--- src/rtl/traceback_walker.sv ---
// Walks a LENGTH x LENGTH direction grid from the bottom-right cell back to the
// origin, streaming one (x, y, op) alignment record per cell over valid/ready.
module traceback_walker #(
    parameter int unsigned LENGTH      = 10,
    parameter int unsigned CORD_LENGTH = 8,
    parameter int unsigned ADDR_SIZE   = 9,
    parameter logic [1:0]  TOP_DIR     = 2'b00,
    parameter logic [1:0]  LEFT_DIR    = 2'b01,
    parameter logic [1:0]  CORNER_DIR  = 2'b10
) (
    input  logic                   clk,
    input  logic                   reset,
    input  logic                   start,
    output logic                   busy,
    output logic                   dir_ren,
    output logic [ADDR_SIZE-1:0]   dir_addr,
    input  logic [1:0]             dir_rdata,
    output logic                   out_valid,
    input  logic                   out_ready,
    output logic [CORD_LENGTH-1:0] out_x,
    output logic [CORD_LENGTH-1:0] out_y,
    output logic [1:0]             out_op,
    output logic                   out_last,
    output logic                   done,
    output logic                   err,
    output logic [CORD_LENGTH:0]   step_count
);

    localparam int unsigned CW     = CORD_LENGTH;
    localparam int unsigned STEP_W = CORD_LENGTH + 1;
    localparam int unsigned AW     = ADDR_SIZE;
    localparam logic [1:0]  ILLEGAL_DIR = 2'b11;
    localparam logic [CORD_LENGTH-1:0] START_CORD = CW'(LENGTH - 1);

    typedef enum logic [2:0] {
        ST_IDLE  = 3'd0,
        ST_FETCH = 3'd1,
        ST_WAIT  = 3'd2,
        ST_EMIT  = 3'd3,
        ST_DONE  = 3'd4,
        ST_ERR   = 3'd5
    } state_t;

    state_t              state_q, state_d;
    logic [CW-1:0]       x_q, x_d;
    logic [CW-1:0]       y_q, y_d;
    logic [1:0]          op_q, op_d;
    logic                last_q, last_d;
    logic                busy_q, busy_d;
    logic                ren_q, ren_d;
    logic [AW-1:0]       addr_q, addr_d;
    logic                valid_q, valid_d;
    logic                done_q, done_d;
    logic                err_q, err_d;
    logic [STEP_W-1:0]   step_q, step_d;
    logic                xfer;

    // Row-major address of a grid cell.
    function automatic logic [AW-1:0] cell_addr(input logic [CW-1:0] cx,
                                                input logic [CW-1:0] cy);
        cell_addr = AW'(cy) * AW'(LENGTH) + AW'(cx);
    endfunction

    // True when applying op at (cx, cy) would step outside the grid.
    function automatic logic exits_grid(input logic [CW-1:0] cx,
                                        input logic [CW-1:0] cy,
                                        input logic [1:0]    op);
        exits_grid = ((cx == '0) && ((op == LEFT_DIR) || (op == CORNER_DIR))) ||
                     ((cy == '0) && ((op == TOP_DIR)  || (op == CORNER_DIR)));
    endfunction

    always_comb begin
        state_d = state_q;
        x_d     = x_q;
        y_d     = y_q;
        op_d    = op_q;
        last_d  = last_q;
        step_d  = step_q;
        err_d   = err_q;
        xfer    = valid_q && out_ready;

        case (state_q)
            ST_IDLE: begin
                if (start) begin
                    x_d     = START_CORD;
                    y_d     = START_CORD;
                    step_d  = '0;
                    err_d   = 1'b0;
                    state_d = ST_FETCH;
                end
            end
            ST_FETCH: state_d = ST_WAIT;
            ST_WAIT: begin
                if (dir_rdata == ILLEGAL_DIR) begin
                    state_d = ST_ERR;
                end else begin
                    op_d    = dir_rdata;
                    last_d  = exits_grid(x_q, y_q, dir_rdata);
                    state_d = ST_EMIT;
                end
            end
            ST_EMIT: begin
                if (xfer) begin
                    step_d = step_q + STEP_W'(1);
                    last_d = 1'b0;
                    if (last_q) begin
                        // Exiting move: coordinates are left untouched.
                        state_d = ST_DONE;
                    end else begin
                        state_d = ST_FETCH;
                        if ((op_q == LEFT_DIR) || (op_q == CORNER_DIR)) begin
                            x_d = x_q - CW'(1);
                        end
                        if ((op_q == TOP_DIR) || (op_q == CORNER_DIR)) begin
                            y_d = y_q - CW'(1);
                        end
                    end
                end
            end
            ST_DONE: state_d = ST_IDLE;
            ST_ERR:  state_d = ST_IDLE;
            default: state_d = ST_IDLE;
        endcase

        if (state_d == ST_ERR) begin
            err_d = 1'b1;
        end

        // Registered outputs are derived from the state being entered.
        busy_d  = (state_d == ST_FETCH) || (state_d == ST_WAIT) ||
                  (state_d == ST_EMIT)  || (state_d == ST_ERR);
        ren_d   = (state_d == ST_FETCH);
        addr_d  = (state_d == ST_FETCH) ? cell_addr(x_d, y_d) : addr_q;
        valid_d = (state_d == ST_EMIT);
        done_d  = (state_d == ST_DONE);
    end

    always_ff @(posedge clk or negedge reset) begin
        if (!reset) begin
            state_q <= ST_IDLE;
            x_q     <= '0;
            y_q     <= '0;
            op_q    <= '0;
            last_q  <= 1'b0;
            busy_q  <= 1'b0;
            ren_q   <= 1'b0;
            addr_q  <= '0;
            valid_q <= 1'b0;
            done_q  <= 1'b0;
            err_q   <= 1'b0;
            step_q  <= '0;
        end else begin
            state_q <= state_d;
            x_q     <= x_d;
            y_q     <= y_d;
            op_q    <= op_d;
            last_q  <= last_d;
            busy_q  <= busy_d;
            ren_q   <= ren_d;
            addr_q  <= addr_d;
            valid_q <= valid_d;
            done_q  <= done_d;
            err_q   <= err_d;
            step_q  <= step_d;
        end
    end

    assign busy       = busy_q;
    assign dir_ren    = ren_q;
    assign dir_addr   = addr_q;
    assign out_valid  = valid_q;
    assign out_x      = x_q;
    assign out_y      = y_q;
    assign out_op     = op_q;
    assign out_last   = last_q;
    assign done       = done_q;
    assign err        = err_q;
    assign step_count = step_q;

endmodule

--- config.mk ---
export PLATFORM = sky130hd
export DESIGN_NAME = traceback_walker
export DESIGN_NICKNAME = d
export VERILOG_FILES = /design/src/rtl/traceback_walker.sv
export SDC_FILE = /design/constraint.sdc
export NUM_CORES = 1
export LEC_CHECK = 0
export CAP_MARGIN = 20
export CELL_PAD_IN_SITES_DETAIL_PLACEMENT = 1
export CELL_PAD_IN_SITES_GLOBAL_PLACEMENT = 1
export CORE_MARGIN = 2
export CORE_UTILIZATION = 40
export CTS_CLUSTER_DIAMETER = 30
export DETAILED_ROUTE_END_ITERATION = 12
export PLACE_DENSITY_LB_ADDON = 0.25
export SYNTH_ARGS = -nofsm -noshare
export SYNTH_HDL_FRONTEND = slang
export SYNTH_SLANG_ARGS = --single-unit
--- constraint.sdc ---
create_clock -name clk -period 5.1 [get_ports clk]
set_clock_uncertainty 0.1 [all_clocks]
set_input_delay 1.275 -clock clk [delete_from_list [all_inputs] [get_ports clk]]
set_output_delay 1.275 -clock clk [all_outputs]
set_load 0.01 [all_outputs]
==> results.py <==
metrics = {
    "run_status": {
        "status": "completed",
    },
    "setup_path": {
        "crit_path_end_kind": "flop",
        "reg2reg_from": "state_q[1]",
        "start_kind": "primary input",
        "path_max_fanout": 5,
        "path_class": "in -> reg",
        "critPathArrivalTime_ps": 4880,
        "r2r_end": "dir_addr[8]",
        "required_ps": 5190,
        "ff2ff_path_depth": 17,
        "r2r_slack_ps": 1180,
    },
    "sta": {
        "tightest_slew_ps": 940,
        "period_needed_ps": 4790,
        "slew_headroom_pct": 37.2,
        "finalHoldViolations": 0,
        "whs_ps": 416,
        "rsz0062_at_grt": "no",
        "finalWorstSetupSlack_ps": 309,
        "fmax_mhz": 209,
        "fin_crit_sh_pct": 93.9,
        "slew_viol_final": 0,
        "setup_viol": 0,
    },
    "detailed_routing": {
        "ant_nets": 0,
        "routed_wl_mm": 6.00,
        "vias": 2047,
        "wire_per_inst_um": 15.2,
        "drc": 0,
        "drt_iter0_drc": 61,
        "post_drt_via_cell_ratio": 5.20,
        "first_pass_iters": 4,
    },
    "floorplanning": {
        "row_count": 29,
        "fp.dieW_um": 85.0,
        "ioPinCount": 48,
        "die_h_um": 85.0,
        "initial_utilization_pct": 41.3,
        "core_area_mm2": 0.00635,
        "die_area_mm2": 0.00723,
    },
    "synthesis": {
        "synthArstFlopShare_pct": 100,
        "ys_seq_area_share_pct": 42.9,
        "postSynthAreaPerCell_um2": 10.2,
        "ys_seq_elements": 45,
        "synth_fp_nets": 290,
        "ys.flop_type": "dfrtp_1",
        "syn_area_mm2": 0.00263,
        "ys_types": 47,
        "yosys_warnings": 0,
        "synth_edf_count": 0,
        "netlist_instances": 257,
    },
    "cells_and_area": {
        "drive_above_1_share_pct": 12.6,
        "utilization_pct": 52.8,
        "synthToLayoutAreaGrowth_pct": 27.8,
        "final_nets": 349,
        "antennaDiodeCount": 0,
    },
    "power_and_ir_drop": {
        "p_seq_share_pct": 29.2,
        "power_leakage_nw": 1.55,
        "clkPwrFrac_pct": 11.7,
        "internal_power_mw": 1.25,
        "pwr-share-comb_pct": 59.2,
        "vdd_drop_max_v": 0.000461,
        "power.share.switching_pct": 40.2,
        "p_per_area_mw_per_mm2": 623,
        "p_sw_mw": 0.839,
    },
    "clocking": {
        "cts_tree": "built",
        "htreeDepth": 2,
        "clockBufferDepth": 2,
        "clk_latency_ps": 300,
        "postCtsSetupBuffers": 0,
        "cts-buffers-inserted": 5,
        "clk_pin_slew_ps": 90,
        "cts.sinks": 45,
        "ctsRootBufferMaster": "clkbuf_8",
        "hold_buffers": 0,
    },
    "global_route": {
        "grt_pass1_wl_mm": 10.3,
        "overflow": 0,
        "grt_max_degree": 46,
        "antenna_found_initial": 0,
        "grt_pass1_vias": 2179,
        "grt.total_usage_pct": 17.6,
    },
    "placement": {
        "port_buffers": 47,
        "hpwl_mm": 4.65,
        "gp_congestion": 0.757,
        "pre_cts_slack_ps": -103,
    },
    "min_path": {
        "hold_depth": 1,
        "min_path_type": "reg -> reg",
        "hold_start": "dir_addr[1]",
        "min_to": "dir_addr[1]",
    },
    "job": {
        "drv_cap": 0,
    },
}
## sequential cells by signal, indices dropped and copies added, names as in the netlist
signal / cells
out_valid: 1
out_x: 8
step_count: 9
busy: 1
out_last: 1
err: 1
state_q: 3
dir_ren: 1
out_op: 2
out_y: 8
dir_addr: 9
done: 1
## power by group through the flow
stage	Clock [mW]	Combinational, mW	Sequential [mW]
after global routing	0.267	1.38	0.631
after global placement	0	1.20	0.615
after CTS	0.253	1.25	0.612
after detailed placement	0	1.24	0.618
after floorplan	0	0.740	0.635
final	0.243	1.24	0.609
## critical path, cell delays in order
cell	delay, ps
clkdlybuf4s50_1	530
o211ai_1	150
nor3_4	230
nand2_2	140
nor3_2	140
xnor2_1	140
nor2_1	100
ha_1	310
inv_1	60
fa_1	550
inv_1	50
ha_1	280
o21ai_0	100
o21bai_1	120
a21o_1	190
a21oi_1	160
xnor2_1	90
mux2_2	260
## repair_timing
item / in CTS / in global routing
endpoints found under the hold margin: 0 / 0
setup endpoints to repair: 0 / 1
resized for setup: 0 / 4
## per-stage QoR
| step | power, mW | area [µm²] | setup TNS, ps | cells |
|---|---|---|---|---|
| finish | 2.09 | 3350 | 0 | 394 |
| global route | 2.28 | 3350 | 0 | 394 |
| CTS | 2.12 | 3330 | 0 | 393 |
| detailed placement | 1.86 | 3230 | -103 | 385 |
| global placement | 1.82 | 3230 | 0 | 385 |
| floorplan | 1.37 | 2630 | 0 | 257 |
## cell type report
class                           instances  area, µm²
Clock buffer                            7       96.3
Clock inverter                          1       5.00
Fill cell                             719       3000
Inverter                               19       71.3
Multi-Input combinational cell        188       1410
Sequential cell                        45       1130
Tap cell                               77       96.3
Timing Repair Buffer                   57        553
## worst max-delay path by stage
| stage | startpoint | to | slack [ps] | depth (start not counted) |
|---|---|---|---|---|
| global route | out_ready | dir_addr[8] | 30 | 18 |
| global placement | out_ready | dir_addr[8] | 80 | 18 |
| floorplan | out_ready | dir_addr[8] | 690 | 17 |
| CTS | out_ready | dir_addr[8] | 220 | 18 |
| finish | out_ready | dir_addr[8] | 310 | 18 |
| detailed placement | out_ready | dir_addr[8] | -100 | 18 |
## per-layer routing
layer	wire, µm	GRT usage [%]	share of wire [%]
met1	2790	23.3	47
met2	3010	30.3	50
met3	152	3.11	2.5
met4	48	3.90	0.80
met5	0	0	0
## placed cells by master (no fill, tap or decap), types with 6 or more instances in the layout
cell,Yosys,layout
nand2_1,20,19
clkbuf_8,0,7
a21oi_1,15,15
dfrtp_1,45,45
inv_1,19,19
nand3_1,8,8
xnor2_1,10,10
ha_1,25,25
a21o_1,6,6
buf_4,0,9
xor2_1,8,8
clkdlybuf4s50_1,0,46
o21ai_0,13,11
nor2_1,26,26
mux2_2,7,7
## synthesized netlist by cell type, types with 2 or more instances
cell type  count  share of area [%]
fa_1           2                1.5
dfrtp_1       45                 43
mux2i_2        2                1.0
nor2_1        26                3.7
or3_1          3               0.72
mux2_2         7                3.0
buf_2          2               0.38
mux2i_1        3                1.1
nand3_1        8                1.5
nand4_1        4               0.95
and2_1         2               0.48
clkbuf_1       2               0.29
ha_1          25                 12
nand3b_1       2               0.57
a31o_2         2               0.67
a211oi_1       2               0.57
o21ai_0       13                2.5
nand2_1       20                2.9
a21o_1         6                1.7
a21oi_1       15                2.9
xnor2_1       10                3.3
nor3_1         5               0.95
xor2_1         8                2.7
inv_1         19                2.7
nor3b_1        2               0.57
## logic make-up (layout without fill, tap and decap cells)
family / Yosys count / in the layout / synth area share (%)
compound gates: 46 / 46 / 10.9
xor+xnor: 19 / 19 / 6.86
fa+ha+maj: 27 / 27 / 13.4
buf+inv: 24 / 84 / 3.81
flops: 45 / 45 / 42.9
mux: 12 / 12 / 5.20
simple gates: 84 / 84 / 16.9
(Power assumes the default switching activity.)
